**src/rtl/reg_bank_mp.sv**
```systemverilog
// -----------------------------------------------------------------------------
// reg_bank_mp
// Parametrised multi-port register bank. It has one write port and two
// independent registered read ports: port A feeds the X operand and port B
// feeds the Y operand. A per-register busy scoreboard lets the multicycle
// controller wait for pending writes.
//
// Optional feature macro: REGBANK_FWD_EN
//   defined   : a read of the register being written in the same cycle returns
//               wdata_i. vld is 1 unless the same edge re-reserves it.
//   undefined : a same-cycle read returns the old contents. vld then follows
//               the busy bit as it was before the edge.
//
// Ports
//   clk_i        system clock, rising edge
//   rst_ni       asynchronous reset, active-low
//   clr_i        synchronous clear of all registers, busy bits and vld
//   we_i         write enable
//   waddr_i      write address
//   wdata_i      write data
//   rsv_i        reserve: set busy for rsv_addr_i
//   rsv_addr_i   register to reserve
//   re_a_i       read request, port A
//   raddr_a_i    read address, port A
//   rdata_a_o    registered read data, port A
//   vld_a_o      rdata_a_o valid pulse
//   re_b_i       read request, port B
//   raddr_b_i    read address, port B
//   rdata_b_o    registered read data, port B
//   vld_b_o      rdata_b_o valid pulse
//   busy_o       per-register pending-write flags
//
// Read handshake: when re is high at a rising edge, the request is sampled.
// After that same edge, vld is high for exactly one cycle if the data is
// usable. If vld stays low, the target was busy: rdata keeps its previous
// value and the requester must issue re again. There is no ready signal, and
// no request is held inside the bank.
// Addresses at or above DEPTH are out of range. Writes and reserves to them
// are dropped. Reads of them return 0 with vld=1.
// -----------------------------------------------------------------------------
module reg_bank_mp #(
   parameter int WIDTH = 16,
   parameter int DEPTH = 8,
   parameter int AW    = 3
) (
   input  logic             clk_i,
   input  logic             rst_ni,
   input  logic             clr_i,
   input  logic             we_i,
   input  logic [AW-1:0]    waddr_i,
   input  logic [WIDTH-1:0] wdata_i,
   input  logic             rsv_i,
   input  logic [AW-1:0]    rsv_addr_i,
   input  logic             re_a_i,
   input  logic [AW-1:0]    raddr_a_i,
   output logic [WIDTH-1:0] rdata_a_o,
   output logic             vld_a_o,
   input  logic             re_b_i,
   input  logic [AW-1:0]    raddr_b_i,
   output logic [WIDTH-1:0] rdata_b_o,
   output logic             vld_b_o,
   output logic [DEPTH-1:0] busy_o
);

   localparam logic [AW:0] DEPTH_W = DEPTH[AW:0];

   logic [WIDTH-1:0] regs_q [DEPTH];
   logic [WIDTH-1:0] regs_d [DEPTH];
   logic [DEPTH-1:0] busy_q, busy_d;
   logic [WIDTH-1:0] rdata_q [2];
   logic [WIDTH-1:0] rdata_d [2];
   logic [1:0]       vld_q, vld_d;
   logic [1:0]       re;
   logic [AW-1:0]    ra [2];

   function automatic logic in_range(input logic [AW-1:0] a);
      return {1'b0, a} < DEPTH_W;
   endfunction

   assign re[0] = re_a_i;
   assign re[1] = re_b_i;
   assign ra[0] = raddr_a_i;
   assign ra[1] = raddr_b_i;

   // Storage and scoreboard. The reserve is applied after the write, so a
   // same-address reserve leaves the register busy.
   always_comb begin
      regs_d = regs_q;
      busy_d = busy_q;
      if (clr_i) begin
         for (int i = 0; i < DEPTH; i++) regs_d[i] = '0;
         busy_d = '0;
      end else begin
         if (we_i && in_range(waddr_i)) begin
            regs_d[waddr_i] = wdata_i;
            busy_d[waddr_i] = 1'b0;
         end
         if (rsv_i && in_range(rsv_addr_i)) busy_d[rsv_addr_i] = 1'b1;
      end
   end

   // Read ports. Both ports use the same rule, so they return identical data
   // when they read the same address.
   always_comb begin
      for (int p = 0; p < 2; p++) begin
         rdata_d[p] = rdata_q[p];
         vld_d[p]   = 1'b0;
         if (!clr_i && re[p]) begin
            if (!in_range(ra[p])) begin
               rdata_d[p] = '0;
               vld_d[p]   = 1'b1;
            end else begin
`ifdef REGBANK_FWD_EN
               // Forwarding: the post-edge busy bit already accounts for a
               // same-cycle write (clears it) and a reserve (sets it again).
               if (!busy_d[ra[p]]) begin
                  vld_d[p]   = 1'b1;
                  rdata_d[p] = (we_i && waddr_i == ra[p]) ? wdata_i : regs_q[ra[p]];
               end
`else
               // No forwarding: a read that collides with the write sees the
               // old contents, so its validity is judged by the old busy bit.
               if ((we_i && waddr_i == ra[p]) ? !busy_q[ra[p]] : !busy_d[ra[p]]) begin
                  vld_d[p]   = 1'b1;
                  rdata_d[p] = regs_q[ra[p]];
               end
`endif
            end
         end
      end
   end

   always_ff @(posedge clk_i or negedge rst_ni) begin
      if (!rst_ni) begin
         for (int i = 0; i < DEPTH; i++) regs_q[i] <= '0;
         busy_q     <= '0;
         rdata_q[0] <= '0;
         rdata_q[1] <= '0;
         vld_q      <= '0;
      end else begin
         regs_q     <= regs_d;
         busy_q     <= busy_d;
         rdata_q[0] <= rdata_d[0];
         rdata_q[1] <= rdata_d[1];
         vld_q      <= vld_d;
      end
   end

   assign rdata_a_o = rdata_q[0];
   assign rdata_b_o = rdata_q[1];
   assign vld_a_o   = vld_q[0];
   assign vld_b_o   = vld_q[1];
   assign busy_o    = busy_q;

endmodule

```
**config.mk**
```make
export PLATFORM = sky130hd
export DESIGN_NAME = reg_bank_mp
export DESIGN_NICKNAME = d
export VERILOG_FILES = /design/src/rtl/reg_bank_mp.sv
export SDC_FILE = /design/constraint.sdc
export NUM_CORES = 1
export LEC_CHECK = 0
export CAP_MARGIN = 20
export CORE_MARGIN = 2
export CORE_UTILIZATION = 55
export DETAILED_ROUTE_END_ITERATION = 7
export PLACE_DENSITY_LB_ADDON = 0.12
export SLEW_MARGIN = 20
export SYNTH_ARGS = -nofsm -noshare
export SYNTH_HDL_FRONTEND = slang
export SYNTH_SLANG_ARGS = --single-unit
```
**constraint.sdc**
```tcl
create_clock -name clk_i -period 4.17 [get_ports clk_i]
set_clock_uncertainty 0.15 [all_clocks]
set_input_delay 1.251 -clock clk_i [delete_from_list [all_inputs] [get_ports clk_i]]
set_output_delay 1.251 -clock clk_i [all_outputs]
set_load 0.05 [all_outputs]
```
==> impl_metrics.json, run 1 <==
{
  "status": "finished clean",
  "fmax_ghz": 0.268,
  "drc": 0,
  "grt_max_degree": 81,
  "grt_first_pass_wirelength_mm": 42.2,
  "ys_seq_area_share_pct": 45.9,
  "synth_top_area_cell": "dfrtp_1",
  "synth_most_common_cell": "nand2_1",
  "setup_violations": 0,
  "relSlewSlack_pct": 43.3,
  "cts_hold_buffers": 0,
  "hold_path.class": "reg2reg",
  "wl_mm": 26.9,
  "numPortBuffers": 76,
  "final_net_count": 949,
  "ys_warn_count": 0,
  "initial_utilization_pct": 56.0,
  "cellPowerDensity_nw_per_um2": 359,
  "cp-end-kind": "register",
  "num_antenna_cells": 0,
  "min_period_ns": 3.73,
  "ys_types": 46,
  "yosys-top-cells-count": "262 x nand2_1, 170 x dfrtp_1, 130 x a21oi_1, 66 x mux4_2, 46 x mux2_2",
  "grt_antenna_before_repair": 0,
  "area_growth_pct": 16.9,
  "wl_per_cell_um": 23.5,
  "synth.top_cell.area_share_pct": 45.9,
  "clk_latency_ns": 0.44,
  "path_max_fanout": 10,
  "finalSetupTns_ns": 0,
  "first_pass_iters": 5,
  "via_count": 7225,
  "path_cells": "clkdlybuf4s50_1 -> buf_4 -> and4bb_2 -> o32ai_1 -> buf_4 -> o311a_1 -> o211ai_1 -> o311ai_4 -> buf_8 -> mux2_4",
  "fin_area_um2": 10800,
  "finalMaxSlewViolations": 0,
  "dieArea_um2": 17900,
  "root_buffer": "clkbuf_16",
  "syn_area_per_cell_um2": 10.7,
  "grt-ovfl-total": 0,
  "critPathMostFrequentCell": "buf_4",
  "synth_edf_count": 0,
  "hold_slack_ns": 0.355,
  "min_from": "rdata_b_o[15]",
  "die_y_um": 134,
  "reg2reg_to": "rdata_a_o[4]",
  "rr_startpoint": "busy_o[2]",
  "crit_buf_inv": 4,
  "initialDrtViolationCount": 766,
  "cts_buffers": 17,
  "whs_path_depth": 1,
  "gp_congestion": 0.939,
  "p_leak_uw": 0.00457,
  "hold_viol_final": 0,
  "via_per_inst": 6.30,
  "core-area_um2": 16500,
  "max_cap_viol_count": 0,
  "drive_above_1_share_pct": 23.9,
  "max_stage_delay_ns": 0.57,
  "grt_setup_unrepaired": "no",
  "io-pin-count": 77,
  "fill_cells": 1239,
  "fin_crit_sh_pct": 89.5,
  "clock_sinks": 170,
  "die_x_um": 134,
  "grt_pass1_vias": 7434,
  "synthArstFlopShare_pct": 100,
  "synth_cells": 863,
  "syn-cell-area_um2": 9260,
  "grtUsageTotal_pct": 31.7,
  "layout_setup_ws_ns": 0.437,
  "power.total_uw": 3890,
  "cts_resized": 0,
  "post_cts_buffers": 0,
  "num_rows": 47,
  "tritoncts": "yes",
  "critPathKind": "in2reg",
  "place_ws_ns": -0.0955,
  "worst_setup_path_start_kind": "primary input",
  "h-tree-depth": 4,
  "post-dp-hpwl_mm": 17.0,
  "max-vdd-ir-drop_v": 0.000312,
  "ys_top_cells_by_area": "dfrtp_1 46%, mux4_2 16%, nand2_1 11%",
  "path_clk_slew_ns": 0.07,
  "cp_slowest_cell": "clkdlybuf4s50_1",
  "placed_area_um2": 10200,
  "final_antenna_net_count": 0,
  "r2r_cells": 6,
  "rrSetupSlack_ns": 1.71,
  "ys.flop_type": "dfrtp_1",
  "cp_top_family": "buffers and inverters",
  "critPathRequiredTime_ns": 4.35,
  "crit_arrival_ns": 3.91,
  "syn_nets": 898,
  "hold_end": "rdata_b_o[15]",
  "cts_buffer_depth": 2,
  "synth-seq-cells": 170,
  "worst_slew_pin_slew_ns": 0.850
}
-- where the power goes --
part / leakage [µW] / switching (µW) / internal, µW
sequential: 0.00235 / 31.9 / 1690
combinational: 0.00192 / 316 / 194
clock: 0.000297 / 698 / 955
total: 0.00457 / 1050 / 2840
-- placed cells by master (no fill, tap or decap), types with 4 or more instances in the layout --
cell type / n
nand2_1: 262
dfrtp_1: 170
a21oi_1: 130
clkdlybuf4s50_1: 70
mux4_2: 66
mux2_2: 46
buf_4: 39
mux2_4: 18
clkbuf_16: 17
inv_1: 10
mux2i_1: 10
nor2_1: 8
xnor2_1: 8
nand3_1: 5
a32oi_1: 4
o211ai_1: 4
clkbuf_8: 4
inv_6: 4
buf_2: 4
-- how the worst max path moves through the flow --
stage | startpoint | endpoint | slack [ns] | cells after the start
after global placement | waddr_i[0] | rdata_a_o[5] | 0.04 | 7
after global routing | waddr_i[0] | rdata_a_o[7] | 0.33 | 9
final | waddr_i[1] | rdata_a_o[7] | 0.44 | 10
after CTS | waddr_i[0] | rdata_a_o[4] | 0.37 | 7
after detailed placement | waddr_i[0] | rdata_a_o[4] | -0.1 | 7
after floorplan | raddr_a_i[0] | rdata_a_o[10] | 0.85 | 6
-- sequential cells by signal (all words and copies together), names as in the netlist --
signal / cells
busy_o: 8
rdata_a_o: 16
rdata_b_o: 16
regs_q: 128
vld_q: 2
-- routing by layer --
| metal | routed length, µm | global-route usage, % | vias up |
|---|---|---|---|
| met2 | 13300 | 50.8 | 370 |
| li1 | - | - | 3124 |
| met5 | 0 | 0 | - |
| met3 | 1900 | 5.78 | 70 |
| met1 | 10500 | 41.6 | 3661 |
| met4 | 1240 | 16.4 | 0 |
-- cell type report --
type                       instances  area (µm²)  share of cell area [%]
multi-input combinational        599        4580                    42.3
sequential                       170        4250                    39.3
timing repair buffer             116        1060                    9.79
clock buffer                      21         480                    4.44
tap                              220         275                    2.54
clock inverter                    11         133                    1.23
inverter                          10        37.5                   0.347
-- through the flow --
stage                     std cells  util [%]
after floorplan                 863         -
after global placement         1114      61.7
after detailed placement       1114      61.7
after CTS                      1146      65.4
after global routing           1147      65.5
final                          1147      65.5
-- logic make-up (layout without fill, tap and decap cells) --
family,count (synthesis),count (layout),synth area share [%]
compound gates,152,152,9.51
xor+xnor,8,8,0.757
buf+inv,94,158,4.74
flops,170,170,45.9
mux,140,140,25.6
simple gates,299,299,13.4
Power figures use the tool's default switching activity.
==> run 2, diff against run 1 <==
Settings changed: CORE_UTILIZATION 55 to 63.
==> impl_metrics.json, run 2 (same netlist as run 1, synthesis figures left out) <==
{
  "final_antenna_net_count": 0,
  "grt_antenna_before_repair": 0,
  "crit_buf_inv": 2,
  "grt_max_degree": 84,
  "initialDrtViolationCount": 772,
  "cts_buffer_depth": 2,
  "placedCellCount": 1079,
  "num_antenna_cells": 0,
  "path_cells": "clkdlybuf4s50_1 -> nand2b_1 -> nor2_4 -> o22ai_1 -> o31ai_2 -> o311ai_4 -> buf_12 -> mux2_2",
  "fill_cells": 997,
  "hold_path.class": "reg2reg",
  "wl_per_cell_um": 23.4,
  "clk_latency_ns": 0.43,
  "layout_common_cells": "262 x nand2_1, 170 x dfrtp_1, 130 x a21oi_1",
  "cts_resized": 0,
  "final_common_cell": "nand2_1",
  "critPathRequiredTime_ns": 4.33,
  "cp_slowest_cell": "clkdlybuf4s50_1",
  "rrSetupSlack_ns": 1.72,
  "numPortBuffers": 76,
  "first_pass_iters": 6,
  "path_clk_slew_ns": 0.06,
  "p_leak_uw": 0.00455,
  "initial_utilization_pct": 64.2,
  "cp-end-kind": "register",
  "cp_top_family": "compound AO/OA/AOI/OAI gates",
  "status": "finished clean",
  "core-area_um2": 14400,
  "via_count": 7319,
  "min_period_ns": 3.73,
  "finalMaxSlewViolations": 0,
  "grt_setup_unrepaired": "no",
  "final_net_count": 949,
  "h-tree-depth": 4,
  "max_stage_delay_ns": 0.69,
  "post-dp-hpwl_mm": 16.1,
  "max_cap_viol_count": 0,
  "crit_arrival_ns": 3.89,
  "cts_buffers": 17,
  "cts_hold_buffers": 0,
  "drc": 0,
  "path_max_fanout": 11,
  "fin_crit_sh_pct": 89.4,
  "area_growth_pct": 15.8,
  "fin_area_um2": 10700,
  "final_cells": 1109,
  "clock_sinks": 170,
  "worst_setup_path_start_kind": "primary input",
  "grt-ovfl-total": 0,
  "grt_first_pass_wirelength_mm": 40.2,
  "hold_viol_final": 0,
  "layout_setup_ws_ns": 0.441,
  "grtUsageTotal_pct": 33.9,
  "utilization_pct": 74.4,
  "critPathKind": "in2reg",
  "worst_slew_pin_slew_ns": 0.898,
  "grt_pass1_vias": 7454,
  "via_per_inst": 6.60,
  "largest_register_ffs": 128,
  "tritoncts": "yes",
  "place_ws_ns": 0.0419,
  "relSlewSlack_pct": 40.1,
  "post_cts_buffers": 0,
  "setup_violations": 0,
  "io-pin-count": 77,
  "max-vdd-ir-drop_v": 0.000326,
  "regMostFlops": "regs_q",
  "drive_above_1_share_pct": 23.5,
  "num_rows": 44,
  "die_x_um": 125,
  "root_buffer": "clkbuf_16",
  "fmax_ghz": 0.268,
  "cellPowerDensity_nw_per_um2": 347,
  "placed_area_um2": 10200,
  "dieArea_um2": 15700,
  "gp_congestion": 0.864,
  "finalSetupTns_ns": 0,
  "wl_mm": 25.9,
  "die_y_um": 125
}
-- run 2: metrics by stage --
stage	power, µW	hold WS (ns)
2_1_floorplan	2070	0.356
3_3_place_gp	2240	0.340
3_5_place_dp	2260	0.347
4_1_cts	3730	0.362
5_1_grt	3840	0.375
6_report	3730	0.361
-- run 2: layout make-up --
type | instances | area (µm²) | share of cell area [%]
Inverter | 10 | 37.5 | 0.350
Tap cell | 184 | 230 | 2.15
Clock buffer | 23 | 478 | 4.46
Multi-Input combinational cell | 599 | 4580 | 42.7
Timing Repair Buffer | 116 | 1080 | 10.0
Sequential cell | 170 | 4250 | 39.7
Clock inverter | 7 | 68.8 | 0.641
-- run 2: layer usage --
metal | share of wire, % | up-vias | global-route usage (%)
met3 | 9.4 | 68 | 7.79
met2 | 51 | 480 | 55.9
met5 | 0 | - | 0
met1 | 37 | 3647 | 44.3
li1 | - | 3124 | -
met4 | 2.8 | 0 | 13.3
-- run 2: worst paths after layout --
path,cells after the start,end,from
min,1,rdata_a_o[5],rdata_a_o[5]
min reg2reg,1,rdata_a_o[5],rdata_a_o[5]
min in group asynchronous,1,rdata_a_o[12],rst_ni
max,8,rdata_a_o[0],waddr_i[1]
max reg2reg,6,rdata_a_o[0],busy_o[2]
max in group asynchronous,2,rdata_b_o[0],rst_ni
-- run 2: report_power, final --
| part | switching (µW) | internal, µW | leakage [µW] |
|---|---|---|---|
| registers | 32.8 | 1690 | 0.00235 |
| logic | 314 | 195 | 0.00193 |
| clock network | 632 | 860 | 0.000265 |
==> run 3, diff against run 2 <==
Settings changed: CORE_UTILIZATION 63 to 53.
Clock period 4.17 ns to 3.43 ns, I/O delays scaled along.
==> impl_metrics.json, run 3 (same netlist as run 1, synthesis figures left out) <==
{
  "finalSetupTns_ns": 0,
  "cts_buffers": 17,
  "utilization_pct": 64.2,
  "initial_utilization_pct": 53.9,
  "via_count": 7385,
  "hold_viol_final": 0,
  "critPathKind": "in2reg",
  "layout_common_cells": "262 x nand2_1, 170 x dfrtp_1, 130 x a21oi_1",
  "root_buffer": "clkbuf_16",
  "post_cts_buffers": 0,
  "die_x_um": 136,
  "fill_cells": 1340,
  "final_net_count": 964,
  "num_rows": 48,
  "grtUsageTotal_pct": 31.9,
  "placed_area_um2": 10400,
  "worst_slew_pin_slew_ns": 0.893,
  "final_cells": 1169,
  "rrSetupSlack_ns": 1.14,
  "wl_per_cell_um": 23.7,
  "max-vdd-ir-drop_v": 0.000378,
  "wl_mm": 27.7,
  "io-pin-count": 77,
  "cellPowerDensity_nw_per_um2": 428,
  "status": "finished clean",
  "cp-end-kind": "register",
  "fmax_ghz": 0.316,
  "clock_sinks": 170,
  "first_pass_iters": 5,
  "relSlewSlack_pct": 40.4,
  "tritoncts": "yes",
  "cts_hold_buffers": 0,
  "initialDrtViolationCount": 752,
  "placedCellCount": 1135,
  "finalMaxSlewViolations": 0,
  "die_y_um": 136,
  "post-dp-hpwl_mm": 16.9,
  "path_max_fanout": 17,
  "grt-ovfl-total": 0,
  "cts_buffer_depth": 2,
  "critPathRequiredTime_ns": 3.59,
  "grt_antenna_before_repair": 2,
  "largest_register_ffs": 128,
  "regMostFlops": "regs_q",
  "via_per_inst": 6.32,
  "area_growth_pct": 19.1,
  "fin_crit_sh_pct": 92.3,
  "core-area_um2": 17200,
  "h-tree-depth": 4,
  "dieArea_um2": 18500,
  "max_cap_viol_count": 0,
  "drive_above_1_share_pct": 24.9,
  "grt_max_degree": 118,
  "hold_path.class": "in2async",
  "grt_first_pass_wirelength_mm": 43.2,
  "setup_violations": 0,
  "final_common_cell": "nand2_1",
  "grt_pass1_vias": 7621,
  "cts_resized": 0,
  "drc": 0,
  "min_period_ns": 3.16,
  "grt_setup_unrepaired": "no",
  "p_leak_uw": 0.00468,
  "worst_setup_path_start_kind": "primary input",
  "final_antenna_net_count": 0,
  "clk_latency_ns": 0.43,
  "path_clk_slew_ns": 0.06,
  "numPortBuffers": 76,
  "gp_congestion": 0.928,
  "crit_arrival_ns": 3.33,
  "fin_area_um2": 11000
}
-- run 3: final cells by class --
type	count	area [µm²]	share of cell area [%]
antenna	2	5.00	0.0454
clock buffer	21	460	4.17
clock inverter	11	144	1.30
inverter	10	37.5	0.340
multi-input combinational	599	4580	41.5
sequential	170	4250	38.6
tap	225	282	2.55
timing repair buffer	131	1270	11.5
-- run 3: final timing paths --
check / start / cells after the start / to
max: waddr_i[1] / 8 / rdata_b_o[11]
min: rst_ni / 1 / regs_q[60]
max reg2reg: busy_o[3] / 6 / rdata_b_o[15]
min reg2reg: rdata_a_o[1] / 1 / rdata_a_o[1]
max in group asynchronous: rst_ni / 2 / regs_q[4]
min in group clk_i: rdata_a_o[1] / 1 / rdata_a_o[1]
-- run 3: critical path: stages --
cell,delay (ns)
clkdlybuf4s50_1,0.49
or4b_1,0.61
nand2_4,0.13
o22ai_1,0.10
o31ai_2,0.33
o311ai_4,0.13
buf_12,0.20
mux2_4,0.30
-- run 3: metal layers --
| metal | global-route usage, % | up-vias | wire length, µm |
|---|---|---|---|
| met3 | 6.90 | 88 | 2390 |
| li1 | - | 3159 | - |
| met5 | 0 | - | 0 |
| met4 | 14.5 | 0 | 982 |
| met1 | 42.8 | 3685 | 10900 |
| met2 | 50.3 | 453 | 13400 |
-- run 3: report_power, final --
part	leakage, µW	switching [µW]	internal (µW)	total, µW
Combinational	0.00203	391	255	646
Clock	0.000297	796	1180	1980
Sequential	0.00235	40.8	2060	2100
Total	0.00468	1230	3500	4720
-- run 3: stage by stage --
step	power (µW)	hold WS (ns)	worst slack (ns)
after floorplan	2510	0.356	0.332
after global placement	2760	0.341	-0.0507
after detailed placement	2770	0.342	-0.154
after CTS	4740	0.315	0.294
after global routing	4880	0.319	0.173
final	4720	0.316	0.265
